**config.mk**
```make
export PLATFORM = sky130hd
export DESIGN_NAME = pipe_stage_fifo
export DESIGN_NICKNAME = d
export VERILOG_FILES = /design/src/rtl/pipe_stage_fifo.sv
export SDC_FILE = /design/constraint.sdc
export NUM_CORES = 1
export LEC_CHECK = 0
export BUFFER_PORTS_ARGS = -buffer_cell sky130_fd_sc_hd__buf_2
export CORE_ASPECT_RATIO = 0.9
export CORE_MARGIN = 4
export CORE_UTILIZATION = 40
export CTS_BUF_LIST = sky130_fd_sc_hd__clkbuf_4 sky130_fd_sc_hd__clkbuf_8 sky130_fd_sc_hd__clkbuf_16
export DETAILED_ROUTE_END_ITERATION = 10
export PLACE_DENSITY = 0.66
export SLEW_MARGIN = 0
export SYNTH_ARGS = -nofsm -noshare
export SYNTH_HDL_FRONTEND = slang
export SYNTH_SLANG_ARGS = --single-unit
export TNS_END_PERCENT = 1
```
**constraint.sdc**
```tcl
create_clock -name i_clk -period 1.7 [get_ports i_clk]
set_clock_uncertainty 0.1 [all_clocks]
set_input_delay 0.255 -clock i_clk [delete_from_list [all_inputs] [get_ports i_clk]]
set_output_delay 0.255 -clock i_clk [all_outputs]
set_load 0.03 [all_outputs]
```
**src/rtl/pipe_stage_fifo.sv**
```systemverilog
// Elastic pipeline-stage register: DEPTH-entry circular buffer carrying a control bundle and a payload
// with valid/ready handshake, freeze (stall) and flush. Entries that are not valid present a zero control bundle, i.e. a NOP.
module pipe_stage_fifo #(
    parameter  int DATA_W = 128,
    parameter  int CTRL_W = 9,
    parameter  int DEPTH  = 2,
    localparam int CNT_W  = $clog2(DEPTH + 1)
) (
    input  logic              i_clk,
    input  logic              i_rst_n,
    input  logic              i_freeze,
    input  logic              i_flush,
    input  logic              i_in_valid,
    output logic              o_in_ready,
    input  logic [CTRL_W-1:0] i_in_ctrl,
    input  logic [DATA_W-1:0] i_in_data,
    output logic              o_out_valid,
    input  logic              i_out_ready,
    output logic [CTRL_W-1:0] o_out_ctrl,
    output logic [DATA_W-1:0] o_out_data,
    output logic [CNT_W-1:0]  o_count
);

    localparam int               PTR_W    = (DEPTH > 1) ? $clog2(DEPTH) : 1;
    localparam logic [CNT_W-1:0] DEPTH_C  = CNT_W'(DEPTH);
    localparam logic [PTR_W-1:0] PTR_LAST = PTR_W'(DEPTH - 1);

    logic [CTRL_W-1:0] r_ctrl_mem [DEPTH];
    logic [DATA_W-1:0] r_data_mem [DEPTH];
    logic [PTR_W-1:0]  r_wr_ptr;
    logic [PTR_W-1:0]  r_rd_ptr;
    logic [CNT_W-1:0]  r_count;
    logic [DATA_W-1:0] r_last_data;

    logic              w_push;
    logic              w_pop;
    logic              w_out_valid;
    logic [PTR_W-1:0]  w_wr_ptr_nxt;
    logic [PTR_W-1:0]  w_rd_ptr_nxt;

    // in_ready depends only on occupancy and freeze, never on out_ready
    assign w_out_valid  = (r_count != '0);
    assign o_in_ready   = (r_count < DEPTH_C) & ~i_freeze;
    assign w_push       = i_in_valid & o_in_ready;
    assign w_pop        = w_out_valid & i_out_ready & ~i_freeze;
    assign w_wr_ptr_nxt = (r_wr_ptr == PTR_LAST) ? '0 : r_wr_ptr + 1'b1;
    assign w_rd_ptr_nxt = (r_rd_ptr == PTR_LAST) ? '0 : r_rd_ptr + 1'b1;

    assign o_out_valid = w_out_valid;
    assign o_out_ctrl  = w_out_valid ? r_ctrl_mem[r_rd_ptr] : '0;
    assign o_out_data  = w_out_valid ? r_data_mem[r_rd_ptr] : r_last_data;
    assign o_count     = r_count;

    always_ff @(posedge i_clk or negedge i_rst_n) begin
        if (!i_rst_n) begin
            for (int i = 0; i < DEPTH; i++) begin
                r_ctrl_mem[i] <= '0;
                r_data_mem[i] <= '0;
            end
            r_wr_ptr    <= '0;
            r_rd_ptr    <= '0;
            r_count     <= '0;
            r_last_data <= '0;
        end else begin
            // keeps out_data showing the most recent head once the buffer drains
            if (w_out_valid) begin
                r_last_data <= r_data_mem[r_rd_ptr];
            end
            if (i_flush) begin
                for (int i = 0; i < DEPTH; i++) begin
                    r_ctrl_mem[i] <= '0;
                end
                r_wr_ptr <= '0;
                r_rd_ptr <= '0;
                r_count  <= '0;
            end else begin
                if (w_push) begin
                    r_ctrl_mem[r_wr_ptr] <= i_in_ctrl;
                    r_data_mem[r_wr_ptr] <= i_in_data;
                    r_wr_ptr             <= w_wr_ptr_nxt;
                end
                if (w_pop) begin
                    r_rd_ptr <= w_rd_ptr_nxt;
                end
                if (w_push && !w_pop) begin
                    r_count <= r_count + 1'b1;
                end else if (w_pop && !w_push) begin
                    r_count <= r_count - 1'b1;
                end
            end
        end
    end

    always_ff @(posedge i_clk) begin
        if (i_rst_n) begin
            assert (r_count <= DEPTH_C);
            assert (!(w_push && !w_pop && (r_count == DEPTH_C)));
            assert (!(w_pop && (r_count == '0)));
        end
    end

endmodule
```
==> results.cfg, run 1 <==
[power_and_ir_drop]
ir_worst_vdd_mv = 1.15
leakage_nw = 10.6
powerDensity_nw_per_um2 = 1370

[global_routing]
grt_pass1_vias = 12200
grt.overflow.total = 0
track_usage_pct = 18.3
grt_max_degree = 46
antenna_found_initial = 3
grt_pass1_wl_um = 65800

[run_status]
status = complete, but fails checks
violations = setup timing

[synthesis]
ys_types = 21
ys_ff_latch = 406
synth_area_leaders = dfrtp_1, mux2_2, mux2_1
syn_inst = 1186
synthesis.nets = 1329
synth_most_common_cell = dfrtp_1
synthArstFlopShare_pct = 100
ys_warn_count = 0
yosys.area.top_type = dfrtp_1
synth.cell_area_um2 = 16300
synth_top_area_share_pct = 62.3
ys_top_cells_by_count = dfrtp_1, mux2i_1, mux2_2
synthFlopType = dfrtp_1
ys_seq_area_share_pct = 62.3
syn_area_per_cell_um2 = 13.8
synth_edf_count = 0

[cts]
cts_inserted_buffers = 42
clk_pin_slew_ns = 0.06
cts_tree = yes
clock-root-buffer = clkbuf_16
htree_num_levels = 2
worstSkewPairLatency_ns = 0.54
cts_buffer_depth = 3
clock_sinks = 406

[cells_and_area]
drive_gt1_share_pct = 40.1
nets = 1855
synthToLayoutAreaGrowth_pct = 42.6
design_area_um2 = 23300
postLayoutCoreUtil_pct = 58.3

[sta]
worst_slew_pin_slew_ns = 0.573
slew_headroom_pct = 61.7
hold_viol_final = 0
timing.hold.ws_ns = 0.0610
setup_ws_ns = -0.715
clock.fmax_ghz = 0.414
finalCriticalPeriod_ns = 2.41
slew_viol_final = 0
rsz0062_at_grt = true
fin_crit_sh_pct = 142
setup_viol = 391

[place]
place.gp.congestion = 0.799
pre_cts_slack_ns = -0.230
dp_hpwl_um = 27400
portBuffers = 283
place_area_um2 = 19300

[route]
vias = 11200
routed_wl_um = 40800
first_pass_iters = 6
detail_route.iter0.violations = 637
route.detailed.drc = 0
drt-wirelength-per-cell_um = 17.9
via_per_inst = 4.93
drtAntennaViolNets = 0

[setup_path]
crit_path_start = r_rd_ptr
rr_worst_depth = 5
critPathArrivalTime_ns = 2.06
end_kind = output port
ff2ff_setup_slack_ns = -0.16
cp-endpoint = o_out_data[67]
crit_type = flop to output port
worstPathMaxFanout = 7
required_ns = 1.34
startpoint_type = flop
reg2reg_to = r_data_mem[77]
rr_startpoint = o_count[1]

[floorplan]
die_w_um = 221
core.rowCount = 69
core-area_um2 = 39900
io_pins = 284
dieArea_um2 = 44100
die_h_um = 200
start_util_pct = 40.9

[min_path]
worstHoldStart = i_in_valid
hold_path.class = primary input to flop

[flow_run]
drv_cap = 0
[registers in the layout (all words and copies together) (netlist names)]
name / cells
r_ctrl_mem: 18
o_count: 2
r_data_mem: 256
r_last_data: 128
r_wr_ptr: 1
r_rd_ptr: 1
[per-layer routing]
layer	GRT usage [%]	share of wire, %
met3	4.36	5.5
met5	0	0
met2	31.2	49
met1	23.9	44
met4	4.37	1.4
[worst max-delay path, cell delays in order, from the launching register on]
cell	delay [ns]
dfrtp_4	0.52
buf_12	0.17
buf_12	0.14
buf_4	0.16
mux2i_1	0.12
o21ai_1	0.19
buf_4	0.21
[power breakdown]
part	switching, mW	total, mW	internal, mW
Combinational	4.93	8.82	3.88
Clock	3.77	9.91	6.14
Sequential	1.04	13.2	12.1
[through the flow]
step / power [mW] / setup TNS [ns] / std cells
3_5_place_dp: 20.6 / -61.70 / 2045
3_3_place_gp: 20.3 / -44.90 / 2045
5_1_grt: 33.5 / -149.36 / 2281
2_1_floorplan: 17.9 / -101.98 / 1186
4_1_cts: 31.9 / -133.76 / 2265
6_report: 31.9 / -113.84 / 2281
[cell families (layout without fill, tap and decap cells)]
family / after synthesis / count (layout) / synth area share, %
buffers and inverters: 79 / 639 / 2.68
AOI/OAI and AO/OA: 157 / 157 / 5.25
muxes: 393 / 393 / 26.1
and+or+nand+nor: 151 / 151 / 3.71
DFF: 406 / 406 / 62.3
other: 0 / 3 / 0
[layout make-up]
class,count,area (um2)
Clock inverter,14,175
Multi-Input combinational cell,701,5990
Tap cell,532,666
Fill cell,3100,16600
Antenna cell,3,7.51
Inverter,2,7.51
Clock buffer,64,1360
Timing Repair Buffer,559,4880
Sequential cell,406,10200
[worst min path at each step]
stage	to	slack, ns	cells past startpoint
floorplan	o_count[0]	-0.14	0
global placement	r_last_data[34]	0.10	1
detailed placement	r_data_mem[161]	0.1	1
CTS	r_wr_ptr	0.01	4
global route	r_wr_ptr	0.05	4
finish	r_wr_ptr	0.06	4
[layout by cell type, fill, tap and decap left out, types with 2 or more instances in the layout]
master / count
clkinvlp_4: 2
nand2_1: 128
o21ai_4: 2
dlygate4sd3_1: 140
dfrtp_1: 403
bufinv_16: 4
buf_8: 2
a22o_1: 18
mux2i_2: 6
o21ai_1: 56
nor4_4: 2
buf_12: 31
nor3b_1: 2
a31oi_1: 2
buf_6: 69
mux2_1: 122
buf_2: 144
mux2i_1: 131
a21oi_1: 2
or3_1: 2
clkbuf_8: 15
o21ai_0: 26
nor2_1: 10
clkbuf_16: 47
buf_4: 171
clkbuf_4: 4
o21ai_2: 49
dfrtp_2: 2
clkinv_2: 8
diode_2: 3
nor2_4: 2
mux2_2: 134
[repair_timing]
item                       CTS  global route
pin swaps                    1             2
setup buffers                2            11
hold buffers               140             0
hold endpoints to repair   684             0
gates cloned                 0             2
setup endpoints to repair  415           415
gates resized for setup    255            53
Note: power is estimated with default switching activity, not from simulation.
==> run 2, diff against run 1 <==
--- a/config.mk
+++ b/config.mk
@@ -5,13 +5,15 @@
 export SDC_FILE = /design/constraint.sdc
 export NUM_CORES = 1
 export LEC_CHECK = 0
+export ABC_AREA = 1
 export BUFFER_PORTS_ARGS = -buffer_cell sky130_fd_sc_hd__buf_2
 export CORE_ASPECT_RATIO = 0.9
 export CORE_MARGIN = 4
 export CORE_UTILIZATION = 40
 export CTS_BUF_LIST = sky130_fd_sc_hd__clkbuf_4 sky130_fd_sc_hd__clkbuf_8 sky130_fd_sc_hd__clkbuf_16
 export DETAILED_ROUTE_END_ITERATION = 10
-export PLACE_DENSITY = 0.66
+export PLACE_DENSITY = 0.65
+export RECOVER_POWER = 25
 export SLEW_MARGIN = 0
 export SYNTH_ARGS = -nofsm -noshare
 export SYNTH_HDL_FRONTEND = slang
==> run 2 against run 1 <==
Compared with the run above: the run still ends with setup timing left; routed wire length increased by 22%; power increased by 31%; fmax increased by 0.71%; hold slack improved by 0.15 ns; critical path type unchanged; largest cell class unchanged; largest power group is now combinational cells.
==> results.cfg, run 2 <==
[floorplan]
core-area_um2 = 41800
start_util_pct = 40.4
core.rowCount = 71
dieArea_um2 = 45500
die_h_um = 203
die_w_um = 224
io_pins = 284

[synthesis]
synthArstFlopShare_pct = 100
synth.cell_area_um2 = 16900
synth_top_area_share_pct = 60.3
synth_fa_ha_area_share_pct = 0
syn_area_per_cell_um2 = 9.47
synthesis.nets = 1923
synth-simple-area-share_pct = 12.4
ys_warn_count = 0
synth_xor_area_share_pct = 0
ys_types = 21
synth_area_leaders = dfrtp_1, nand2_1, a21oi_1
ys_top_cells_by_count = dfrtp_1, nand2_1, a21oi_1
synthMuxAreaShare_pct = 0
synth_most_common_cell = dfrtp_1
synthFlopType = dfrtp_1
syn_inst = 1780
ys_ff_latch = 406
synth_edf_count = 0
ys_seq_area_share_pct = 60.3
synth_top_family_by_area = compound AO/OA/AOI/OAI gates
yosys.area.top_type = dfrtp_1
synth-compound-area-share_pct = 18.9

[cells_and_area]
largest_register = r_data_mem
postLayoutCoreUtil_pct = 57.3
drive_gt1_share_pct = 31.7
nets = 2404
top_regs = r_data_mem x256, r_last_data x128, r_ctrl_mem x18
synthToLayoutAreaGrowth_pct = 42.0
instances_no_fill = 2839
largest_register_ffs = 256
design_area_um2 = 23900
final_common_cell = dfrtp_1
final_cell_mix = dfrtp_1, nand2_1, o21ai_1

[setup_path]
ff2ff_setup_slack_ns = -0.03
cp-endpoint = o_out_data[33]
required_ns = 1.34
reg2reg_to = r_data_mem[87]
critPathArrivalTime_ns = 2.04
rr_startpoint = o_count[1]
slowest_stage = dfrtp_2
path_cells = nor2_4 -> buf_12 -> buf_12 -> clkbuf_16 -> buf_8 -> a21oi_4 -> a21oi_2 -> buf_6
cp_top_family = buffers and inverters
cp.buffers_inverters = 5
crit_path_start = o_count[1]
crit_type = flop to output port
rr_worst_depth = 7
crit_cells = 8
end_kind = output port
cpPeakStageDelay_ns = 0.45
startpoint_type = flop
crit_top_cell = buf_12
worstPathMaxFanout = 7

[cts]
htree_num_levels = 2
clock_sinks = 406
clk_pin_slew_ns = 0.06
clock-root-buffer = clkbuf_16
worstSkewPairLatency_ns = 0.55
cts_tree = yes
cts_inserted_buffers = 43
cts_buffer_depth = 3

[global_routing]
antenna_found_initial = 0
grt_max_degree = 86
grt.overflow.total = 0
grt_pass1_wl_um = 78400
grt_pass1_vias = 14900
track_usage_pct = 21.0

[place]
place_area_um2 = 19500
portBuffers = 283
dpl.cell_count = 2595
dp_hpwl_um = 29500
place.gp.congestion = 0.812
pre_cts_slack_ns = -0.235

[sta]
setup_ws_ns = -0.698
fin_crit_sh_pct = 141
slew_headroom_pct = 50.5
worst_slew_pin_slew_ns = 0.743
hold_viol_final = 0
rsz0062_at_grt = true
setup_viol = 236
clock.fmax_ghz = 0.417
slew_viol_final = 0
finalCriticalPeriod_ns = 2.40
timing.hold.ws_ns = 0.213
fin_setup_tns_ns = -90.67

[route]
vias = 14400
via_per_inst = 5.07
drtAntennaViolNets = 0
drt-wirelength-per-cell_um = 17.6
detail_route.iter0.violations = 1137
routed_wl_um = 50000
route.detailed.drc = 0
first_pass_iters = 5

[flow_run]
drv_cap = 0

[power_and_ir_drop]
leakage_nw = 11.8
powerDensity_nw_per_um2 = 1750
ir_worst_vdd_mv = 1.27
finalPower_mw = 41.8

[run_status]
violations = setup timing
status = complete, but fails checks

[min_path]
hold_path.class = primary input to asynchronous set/reset pin
## run 2: report_power, final
part           switching, mW  internal (mW)  leakage [nW]
sequential              1.74           13.4          5.01
combinational           10.2           7.16          6.04
clock                   3.75           5.55         0.705
## run 2: how the worst min path moves through the flow
stage / from / to / slack (ns)
3_3_place_gp: i_rst_n / r_data_mem[141] / 0.02
4_1_cts: i_rst_n / r_data_mem[141] / 0.04
6_report: i_rst_n / r_data_mem[141] / 0.21
3_5_place_dp: i_rst_n / r_last_data[13] / 0.02
5_1_grt: i_rst_n / r_data_mem[141] / 0.25
2_1_floorplan: i_rst_n / o_count[0] / -0.14
## run 2: area by class of cell
type	instances	area, um2
Fill cell	3392	17800
Sequential cell	406	10200
Multi-Input combinational cell	1104	5820
Timing Repair Buffer	553	5270
Clock buffer	70	1350
Tap cell	547	684
Inverter	153	589
Clock inverter	5	55.1
Antenna cell	1	2.50
## run 2: cells by family after synthesis
| family | Yosys count |
|---|---|
| compound gates | 559 |
| simple gates | 545 |
| buf+inv | 270 |
| flops | 406 |
## run 2: what timing repair did
action,CTS,global route
pin swaps,1,14
resized for setup,270,114
hold buffers,142,0
gates cloned,1,9
hold endpoints to repair,536,0
endpoints found under the setup margin,241,277
buffers inserted,1,15
## run 2: layer usage
| metal | routed length [um] | track usage (%) | vias to the layer above |
|---|---|---|---|
| met5 | 0 | 0 | - |
| met4 | 1680 | 8.07 | 0 |
| met3 | 2390 | 3.60 | 118 |
| met2 | 24700 | 35.5 | 454 |
| met1 | 21200 | 27.1 | 7088 |
| li1 | - | - | 6722 |
